===== src/rtl/ii_sched_pkg.sv =====
// Shared state encoding, eot bit positions and window-count helpers for the
// integral-image window scheduler.
package ii_sched_pkg;

  typedef enum logic [2:0] {
    ST_IDLE     = 3'd0,
    ST_FETCH    = 3'd1,
    ST_DRAIN    = 3'd2,
    ST_WAIT_ACK = 3'd3,
    ST_DONE     = 3'd4
  } state_e;

  localparam int EOT_ROW = 0;
  localparam int EOT_WIN = 1;

  function automatic int wins_per_row(input int img_w, input int fw, input int step);
    return (img_w - fw) / step + 1;
  endfunction

  function automatic int wins_per_col(input int img_h, input int fw, input int step);
    return (img_h - fw) / step + 1;
  endfunction

endpackage


===== src/rtl/pix_skid.sv =====
// Two-entry valid/ready skid FIFO; a push is visible at the head the next cycle.
// No input ready: the writer throttles on occ. Head is held while out_vld && !out_rdy.
module pix_skid #(
  parameter int W = 10
) (
  input  logic         clk,
  input  logic         rst,
  input  logic         in_vld,
  input  logic [W-1:0] in_dat,
  output logic         out_vld,
  input  logic         out_rdy,
  output logic [W-1:0] out_dat,
  output logic [1:0]   occ
);

  logic [W-1:0] ent0_q, ent0_d, ent1_q, ent1_d;
  logic [1:0]   cnt_q, cnt_d, wr_idx;
  logic         pop;

  always_comb begin
    pop    = (cnt_q != 2'd0) && out_rdy;
    ent0_d = ent0_q;
    ent1_d = ent1_q;
    if (pop) ent0_d = ent1_q;
    // Slot the new word lands in, after this cycle's pop has shifted the queue.
    wr_idx = cnt_q - 2'(pop);
    if (in_vld) begin
      if (wr_idx == 2'd0) ent0_d = in_dat;
      else                ent1_d = in_dat;
    end
    cnt_d = cnt_q - 2'(pop) + 2'(in_vld);
  end

  always_ff @(posedge clk) begin
    if (rst) begin
      ent0_q <= '0;
      ent1_q <= '0;
      cnt_q  <= '0;
    end else begin
      ent0_q <= ent0_d;
      ent1_q <= ent1_d;
      cnt_q  <= cnt_d;
    end
  end

  assign out_vld = (cnt_q != 2'd0);
  assign out_dat = ent0_q;
  assign occ     = cnt_q;

  a_no_overflow: assert property (@(posedge clk) disable iff (rst)
    !(in_vld && (cnt_q == 2'd2) && !out_rdy));

endmodule


===== src/rtl/ii_win_sched.sv =====
// Window scan scheduler: reads each FEATURE_WIDTH^2 window row-major from pixel RAM into a
// valid/ready pixel stream; first pixel 2 cycles after FETCH, 1 px/cycle; reads throttle on skid space.
// Optional II_WIN_SCHED_PERF_CNT_EN adds saturating stall_cnt / win_cnt outputs.
module ii_win_sched
  import ii_sched_pkg::*;
#(
  parameter int W_DATA        = 8,
  parameter int IMG_W         = 48,
  parameter int IMG_H         = 48,
  parameter int FEATURE_WIDTH = 24,
  parameter int STEP          = 1,
  parameter int ADDR_W        = $clog2(IMG_W*IMG_H)
) (
  input  logic                     clk,
  input  logic                     rst,
  input  logic                     start,
  output logic                     busy,
  output logic                     done,
  output logic                     mem_rd_en,
  output logic [ADDR_W-1:0]        mem_addr,
  input  logic [W_DATA-1:0]        mem_rd_data,
  output logic                     dout_valid,
  input  logic                     dout_ready,
  output logic [W_DATA-1:0]        dout_data,
  output logic [1:0]               dout_eot,
  output logic [$clog2(IMG_W)-1:0] win_x,
  output logic [$clog2(IMG_H)-1:0] win_y,
  input  logic                     win_ack
`ifdef II_WIN_SCHED_PERF_CNT_EN
  ,
  output logic [31:0]              stall_cnt,
  output logic [15:0]              win_cnt
`endif
);

  localparam int XW = $clog2(IMG_W);
  localparam int YW = $clog2(IMG_H);
  localparam int CW = (FEATURE_WIDTH > 1) ? $clog2(FEATURE_WIDTH) : 1;

  if (FEATURE_WIDTH > IMG_W || FEATURE_WIDTH > IMG_H || STEP < 1) begin : g_cfg_err
    $error("ii_win_sched: window must fit the image and STEP must be >= 1");
  end

  state_e            state_q, state_d;
  logic [XW-1:0]     win_x_q, win_x_d;
  logic [YW-1:0]     win_y_q, win_y_d;
  logic [ADDR_W-1:0] win_row_q, win_row_d;   // win_y * IMG_W
  logic [ADDR_W-1:0] row_base_q, row_base_d; // (win_y + r) * IMG_W + win_x
  logic [CW-1:0]     r_q, r_d, c_q, c_d;
  logic              infl_q;
  logic [1:0]        eot_infl_q, rd_eot;
  logic [1:0]        skid_occ;
  logic [2:0]        pend;
  logic              pop;

  always_comb begin
    state_d    = state_q;
    win_x_d    = win_x_q;
    win_y_d    = win_y_q;
    win_row_d  = win_row_q;
    row_base_d = row_base_q;
    r_d        = r_q;
    c_d        = c_q;

    pop       = dout_valid && dout_ready;
    // Words already owed to the skid once this cycle's pop leaves it.
    pend      = {1'b0, skid_occ} + {2'b00, infl_q} - {2'b00, pop};
    mem_rd_en = (state_q == ST_FETCH) && (pend < 3'd2);
    mem_addr  = row_base_q + ADDR_W'(c_q);

    rd_eot          = '0;
    rd_eot[EOT_ROW] = (c_q == CW'(FEATURE_WIDTH - 1));
    rd_eot[EOT_WIN] = rd_eot[EOT_ROW] && (r_q == CW'(FEATURE_WIDTH - 1));

    case (state_q)
      ST_IDLE: begin
        if (start) begin
          win_x_d    = '0;
          win_y_d    = '0;
          win_row_d  = '0;
          row_base_d = '0;
          r_d        = '0;
          c_d        = '0;
          state_d    = ST_FETCH;
        end
      end
      ST_FETCH: begin
        if (mem_rd_en) begin
          if (rd_eot[EOT_ROW]) begin
            c_d = '0;
            if (rd_eot[EOT_WIN]) begin
              r_d     = '0;
              state_d = ST_DRAIN;
            end else begin
              r_d        = r_q + CW'(1);
              row_base_d = row_base_q + ADDR_W'(IMG_W);
            end
          end else begin
            c_d = c_q + CW'(1);
          end
        end
      end
      ST_DRAIN: begin
        if (!infl_q && (skid_occ == 2'd0 || (skid_occ == 2'd1 && pop))) state_d = ST_WAIT_ACK;
      end
      ST_WAIT_ACK: begin
        if (win_ack) begin
          if (int'(win_x_q) + STEP <= IMG_W - FEATURE_WIDTH) begin
            win_x_d    = XW'(int'(win_x_q) + STEP);
            row_base_d = win_row_q + ADDR_W'(int'(win_x_q) + STEP);
            state_d    = ST_FETCH;
          end else if (int'(win_y_q) + STEP <= IMG_H - FEATURE_WIDTH) begin
            win_x_d    = '0;
            win_y_d    = YW'(int'(win_y_q) + STEP);
            win_row_d  = win_row_q + ADDR_W'(STEP * IMG_W);
            row_base_d = win_row_d;
            state_d    = ST_FETCH;
          end else begin
            state_d = ST_DONE;
          end
        end
      end
      ST_DONE: state_d = ST_IDLE;
      default: state_d = ST_IDLE;
    endcase
  end

  always_ff @(posedge clk) begin
    if (rst) begin
      state_q    <= ST_IDLE;
      win_x_q    <= '0;
      win_y_q    <= '0;
      win_row_q  <= '0;
      row_base_q <= '0;
      r_q        <= '0;
      c_q        <= '0;
      infl_q     <= 1'b0;
      eot_infl_q <= '0;
    end else begin
      state_q    <= state_d;
      win_x_q    <= win_x_d;
      win_y_q    <= win_y_d;
      win_row_q  <= win_row_d;
      row_base_q <= row_base_d;
      r_q        <= r_d;
      c_q        <= c_d;
      infl_q     <= mem_rd_en;
      eot_infl_q <= rd_eot;
    end
  end

  pix_skid #(.W(W_DATA + 2)) u_skid (
    .clk     (clk),
    .rst     (rst),
    .in_vld  (infl_q),
    .in_dat  ({eot_infl_q, mem_rd_data}),
    .out_vld (dout_valid),
    .out_rdy (dout_ready),
    .out_dat ({dout_eot, dout_data}),
    .occ     (skid_occ)
  );

  assign busy  = (state_q != ST_IDLE) && (state_q != ST_DONE);
  assign done  = (state_q == ST_DONE);
  assign win_x = win_x_q;
  assign win_y = win_y_q;

`ifdef II_WIN_SCHED_PERF_CNT_EN
  logic [31:0] stall_cnt_q, stall_cnt_d;
  logic [15:0] win_cnt_q, win_cnt_d;

  always_comb begin
    stall_cnt_d = stall_cnt_q;
    win_cnt_d   = win_cnt_q;
    if (state_q == ST_IDLE && start) begin
      stall_cnt_d = '0;
      win_cnt_d   = '0;
    end else begin
      if (busy && dout_valid && !dout_ready && stall_cnt_q != '1) stall_cnt_d = stall_cnt_q + 32'd1;
      if (state_q == ST_WAIT_ACK && win_ack && win_cnt_q != '1) win_cnt_d = win_cnt_q + 16'd1;
    end
  end

  always_ff @(posedge clk) begin
    if (rst) begin
      stall_cnt_q <= '0;
      win_cnt_q   <= '0;
    end else begin
      stall_cnt_q <= stall_cnt_d;
      win_cnt_q   <= win_cnt_d;
    end
  end

  assign stall_cnt = stall_cnt_q;
  assign win_cnt   = win_cnt_q;
`endif

endmodule


===== config.mk =====
export PLATFORM = sky130hd
export DESIGN_NAME = ii_win_sched
export DESIGN_NICKNAME = d
export VERILOG_FILES = /design/src/rtl/ii_sched_pkg.sv /design/src/rtl/pix_skid.sv /design/src/rtl/ii_win_sched.sv
export SDC_FILE = /design/constraint.sdc
export NUM_CORES = 1
export LEC_CHECK = 0
export BUFFER_PORTS_ARGS = -buffer_cell sky130_fd_sc_hd__buf_4
export CORE_ASPECT_RATIO = 0.75
export CORE_UTILIZATION = 50
export DETAILED_ROUTE_END_ITERATION = 10
export GPL_ROUTABILITY_DRIVEN = 0
export PLACE_DENSITY = 0.7
export SETUP_SLACK_MARGIN = 0.3
export SLEW_MARGIN = 20
export SYNTH_ARGS = -nofsm -noshare
export SYNTH_HDL_FRONTEND = slang
export SYNTH_SLANG_ARGS = --single-unit

===== constraint.sdc =====
create_clock -name clk -period 4.07 [get_ports clk]
set_input_delay 0.407 -clock clk [delete_from_list [all_inputs] [get_ports clk]]
set_output_delay 0.407 -clock clk [all_outputs]
set_load 0.1 [all_outputs]

* Yosys cells after proc, flatten, opt, wreduce, memory -nomap -nowiden
Index checks and enable logic that the tools add are counted.
** Word-level totals
- Flip-flop bits (word level) :: 74
- Input port bits :: 13
- Output and inout bits :: 38
- Word-level logic and storage cells :: 109
** Operators by class
- Add/sub/neg operators :: 12
- $lt $le $gt $ge :: 3
- Eq/ne operators :: 18
- Mux-type cells :: 40
- Bitwise operators :: 1
- Reduce and logical (&&, ||, !) cells :: 23
** Operators with widths (count)
- two-way mux 12 bit :: 9
- <= comparator 32 x 6 -> 1 bit (second input constant) :: 2
- two-way mux 6 bit :: 7
- case mux 12 bit (3 select lines) :: 1
- two-way mux 10 bit :: 3
- two-way mux 5 bit :: 6
- adder 12 x 6 -> 12 bit (second input constant) :: 2
- two-way mux 3 bit :: 8
- case mux 12 bit (2 select lines) :: 1
- case mux 6 bit (2 select lines) :: 2
- case mux 5 bit (2 select lines) :: 2
- != test 2 bit (second input constant) :: 9
- adder 6 x 1 -> 7 bit (second input constant) :: 2
- adder 12 x 5 -> 12 bit :: 1
- adder 12 x 7 -> 12 bit :: 1
- case mux 3 bit (4 select lines) :: 1
- adder 5 x 1 -> 5 bit (second input constant) :: 2
- == test 5 bit (second input constant) :: 2
- AND reduction 4 bit :: 2
- AND reduction 7 bit :: 1
- == test 3 x 2 -> 1 bit (second input constant) :: 2
- logical AND 1 bit :: 6
- != test 3 bit (second input constant) :: 2
- AND reduction 6 bit :: 1
- 18 further kinds :: 22

* Longest topological paths before layout
- Depth in word-level cells :: 7
- Mapped depth :: 15
- Mapped depth without buffers :: 13

* Cells and area by module
A second synthesis with hierarchy kept.
** Second synthesis, totals
- Cell total of the unflattened synthesis :: 570
- Area, all modules :: 4634.4 sq um
** Modules (own cells, without submodules)
- ii_win_sched :: instances 1, cells an instance 455, area each 3520.9 sq um, sequential area each 960.9 sq um
- pix_skid :: instances 1, cells an instance 115, area each 1113.6 sq um, sequential area each 440.4 sq um

* Worst setup path before layout
Ideal clock, no wire load.
- Kind :: reg-to-reg
- Start point :: reg u_skid.cnt_q[1], in the netlist u_skid.occ[1]
- End point :: reg c_q[4]
- Setup time :: 0.070 ns
- Arrival :: 5.545 ns
- Data required time :: 4.000 ns
- Slack :: -1.545 ns
- Stages on the path, launching flop included :: 12
- Path buffers :: 1
- Period minus slack after synthesis :: 5.615 ns
- Path through :: dfxtp_1 > inv_1 > nand2_1 > nand2_1 > clkbuf_1 > inv_1 > ha_1 > nor2b_1 > fa_1 > nor3_1 > or3b_1 > a21oi_1
** Between the ends
- Word-level cells in the longest chain between the ends :: 7
- Elaborated cells on any way between the ends :: 8
- Those cells by class :: 2 x add/sub; 1 x order compare; 1 x eq/ne; 4 x reduce/logical
** RTL lines
- start, declared :: line pix_skid.sv:17 : logic [1:0] cnt_q, cnt_d, wr_idx;
- start signal, assigned :: line pix_skid.sv:42 : cnt_q <= cnt_d;
- nonzero test 2 bit :: line pix_skid.sv:46 : assign out_vld = (cnt_q != 2'd0);
- net dout_valid :: line ii_win_sched.sv:22 : output logic dout_valid,
- logical AND 1 bit :: line ii_win_sched.sv:65 : pop = dout_valid && dout_ready;
- subtractor 3 x 1 -> 3 bit :: line ii_win_sched.sv:67 : pend = {1'b0, skid_occ} + {2'b00, infl_q} - {2'b00, pop};
- < comparator 3 x 2 -> 1 bit :: line ii_win_sched.sv:68 : mem_rd_en = (state_q == ST_FETCH) && (pend < 3'd2);
- logical AND 1 bit :: line ii_win_sched.sv:68
- net mem_rd_en :: line ii_win_sched.sv:19 : output logic mem_rd_en,
- != test 2 bit (no source line)
- AND reduction 3 bit (no source line)
- end signal, assigned :: line ii_win_sched.sv:136 : c_q <= '0;
- end signal, assigned :: line ii_win_sched.sv:146 : c_q <= c_d;
- end, declared :: line ii_win_sched.sv:49 : logic [CW-1:0] r_q, r_d, c_q, c_d;
The timed path passes the listed nets, and every way through them passes these cells.
A chain may end at the register's enable or synchronous reset.

* Worst setup path in the final report
- Start point :: reg c_q[0]
- End point :: out mem_addr[8]
** Between the ends
- Word-level cells in the longest chain between the ends :: 1
** RTL lines
- adder 12 x 5 -> 12 bit :: line ii_win_sched.sv:69 : mem_addr = row_base_q + ADDR_W'(c_q);
- end, declared :: line ii_win_sched.sv:20 : output logic [ADDR_W-1:0] mem_addr,
No other way between the ends.

==> flow_metrics.env <==
export IMPL_grt_max_degree=52
export IMPL_yosysSeqAreaShare_pct=31.7
export IMPL_layout_common_cells="dfxtp_1 (70), buf_4 (52), nor2_1 (51)"
export IMPL_syn_inst=522
export IMPL_instances_no_fill=667
export IMPL_routed_wl_mm=10.5
export IMPL_min_period_ns=3.21
export IMPL_worst_r2r_path_depth=13
export IMPL_critical_path_top_delay_family="compound AO/OA/AOI/OAI gates"
export IMPL_ir_drop_v=0.000450
export IMPL_cpMaxStageDelayCell="dfxtp_1"
export IMPL_post_drt_via_cell_ratio=5.77
export IMPL_die_width_um=111
export IMPL_async_flop_share_pct=0
export IMPL_worstPathCellList="ha_1 -> inv_1 -> fa_1 -> nor2b_1 -> o21ai_0 -> a21oi_1 -> o21ai_0 -> nor2_1 -> xor2_1 -> buf_4"
export IMPL_timing_fmax_mhz=312
export IMPL_fp_dieArea_sq_mm=0.00922
export IMPL_r2r_start="u_skid.occ[1]"
export IMPL_synthMuxAreaShare_pct=5.69
export IMPL_cp_max_fo=4
export IMPL_synthFlopType="dfxtp_1"
export IMPL_synth_edf_count=0
export IMPL_portBuffers=50
export IMPL_fin_area_sq_mm=0.00511
export IMPL_clock_path_buffers=2
export IMPL_num_vias=3847
export IMPL_critical_path_class="reg -> out"
export IMPL_detail_route_antenna_nets=0
export IMPL_cts_max_level=3
export IMPL_initial_core_util_pct=51.8
export IMPL_leakage_nw=2.08
export IMPL_core_sq_mm=0.00853
export IMPL_drc=0
export IMPL_wl_per_cell_um=15.7
export IMPL_finalHoldViolCount=0
export IMPL_crit_path_end_kind="output pin"
export IMPL_worstPathRequired_ns=3.66
export IMPL_timing_final_ws_setup_ns=0.860
export IMPL_yosysWarnings=0
export IMPL_synth_top_family_by_area="compound AO/OA/AOI/OAI gates"
export IMPL_yosys_area_share_simple_pct=21.9
export IMPL_dpl_worst_slack_ns=1.04
export IMPL_ys_seq_elements=70
export IMPL_status="finished clean"
export IMPL_syn_avg_cell_area_sq_um=8.47
export IMPL_hpwlAfterDp_mm=7.83
export IMPL_skew_ns=0.00822
export IMPL_hp_class="in -> reg"
export IMPL_cpMostUsedCell="o21ai_0"
export IMPL_drive_gt1_share_pct=17.4
export IMPL_fp_row_count=29
export IMPL_cts_setup_buffers=0
export IMPL_synth_cell_type_count=82
export IMPL_setup_viol=0
export IMPL_grt_pass1_wl_mm=17.8
export IMPL_fin_nets=587
export IMPL_tightest_slew_ns=0.764
export IMPL_slew_violations=0
export IMPL_cts_inserted_buffers=9
export IMPL_dpl_cell_count=651
export IMPL_worstSetupPathDepth=10
export IMPL_area_growth_pct=15.6
export IMPL_finalCritPeriodShare_pct=78.9
export IMPL_r2r_slack_ns=1.04
export IMPL_worst_ep_arrival_time_ns=2.80
export IMPL_num_antenna_cells=0
export IMPL_critPathLaunchType="flop"
export IMPL_critPathBufInv=2
export IMPL_worstSetupStartpoint="c_q[0]"
export IMPL_synth_xor_area_share_pct=6.14
export IMPL_antenna_found_initial=0
export IMPL_final_common_cell="dfxtp_1"
export IMPL_chipHeight_um=83.4
export IMPL_rsz0062_at_grt="no"
export IMPL_rr_endpoint="row_base_q[7]"
export IMPL_grt_overflow=0
export IMPL_fin_tns_setup_ns=0
export IMPL_power_density_mw_per_mm2=550
export IMPL_critPathMaxStageDelay_ns=0.41
export IMPL_cts_sinks=70
export IMPL_first_global_vias=3551
export IMPL_synth_fa_ha_area_share_pct=6.00
export IMPL_clock_latency_ns=0.33
export IMPL_place_area_sq_mm=0.00480
export IMPL_cts_resized=0
export IMPL_ctsHoldBuffers=0
export IMPL_cts_root_buffer="clkbuf_16"
export IMPL_grt_usage_pct=23.7
export IMPL_maxCapViolations=0
export IMPL_synth_compound_area_share_pct=22.8
export IMPL_slew_headroom_pct=48.9
export IMPL_first_iter_violations=291
export IMPL_synth_area_sq_mm=0.00442
export IMPL_io_pins=51
export IMPL_crit_end="mem_addr[8]"
export IMPL_clk_pin_slew_worst_paths_ns=0.06
export IMPL_cts_tree="done"
export IMPL_first_pass_iters=4
export IMPL_syn_num_nets=555
## synthesized netlist by cell type, types with 6 or more instances
library cell   n  area, sq um
buf_2          6         30.0
a31oi_1        7         43.8
nand3_1       18         90.1
a211oi_1      15          113
xnor2_1       21          184
dfxtp_1       70         1400
inv_1         25         93.8
a22o_1         6         52.6
nor2_1        51          191
nand2_1       39          146
xor2_1        10         87.6
nor2b_1        8         50.1
ha_1          18          225
mux2i_1       24          240
a21oi_1       33          165
clkbuf_1      14         52.6
nor3_1        10         50.1
o21ai_0       19         95.1
## layout make-up
type                            count  area (sq um)
Fill cell                         758          3420
Multi-Input combinational cell    396          2780
Sequential cell                    70          1400
Timing Repair Buffer               52           390
Clock buffer                        9           225
Tap cell                          108           135
Inverter                           25          93.8
Clock inverter                      7          80.1
## where the power goes
group	switching [mW]	total, mW	internal [mW]
logic	0.849	1.17	0.326
clock network	0.322	0.804	0.482
registers	0.0742	0.832	0.757
total	1.25	2.81	1.57
## tightest hold or removal path, delay by kind of cell
kind | cells | cell delay [ns]
simple gates | 1 | 0.07
buf+inv | 1 | 0.09
mux | 1 | 0.05
## flip-flops by register name, indices dropped and copies added, names as in the netlist
register and count:
c_q 5, eot_infl_q 2, infl_q 1, win_y 6, r_q 5, u_skid.occ 2, win_row_q 8, u_skid.ent1_q 10
u_skid.out_dat 10, win_x 6, state_q 3, row_base_q 12
## worst min-delay path by stage
stage / cells past startpoint / to / slack (ns) / startpoint
after CTS: 3 / u_skid.ent1_q[2] / 0.32 / mem_rd_data[2]
after detailed placement: 2 / row_base_q[3] / 0.46 / row_base_q[3]
final: 3 / u_skid.ent1_q[2] / 0.32 / mem_rd_data[2]
after floorplan: 2 / row_base_q[3] / 0.44 / row_base_q[3]
after global routing: 3 / u_skid.ent1_q[3] / 0.32 / mem_rd_data[3]
after global placement: 2 / row_base_q[3] / 0.45 / row_base_q[3]
## logic make-up (layout without fill, tap and decap cells)
kind of cell,count (synthesis),after routing
and+or+nand+nor,179,179
AOI/OAI and AO/OA,140,140
DFF,70,70
buffers and inverters,56,93
xor gates and xnor gates,31,31
muxes,25,25
adders and majority gates,20,20
other,1,1
## metal layers
| layer | up-vias | track usage (%) | wire, um |
|---|---|---|---|
| li1 | 1956 | - | - |
| met1 | 1788 | 35.8 | 5530 |
| met2 | 93 | 33.9 | 4270 |
| met3 | 10 | 5.04 | 547 |
| met4 | 0 | 5.82 | 114 |
| met5 | - | 0 | 0 |
## stage by stage
step	utilization, %	hold WS [ns]	power, mW
after global routing	59.9	0.323	2.94
after detailed placement	56.3	0.458	2.01
after global placement	56.3	0.452	2.00
after floorplan	-	0.436	1.79
after CTS	59.9	0.316	2.82
final	59.9	0.319	2.81
No activity file was read; power rests on OpenSTA's default activity.
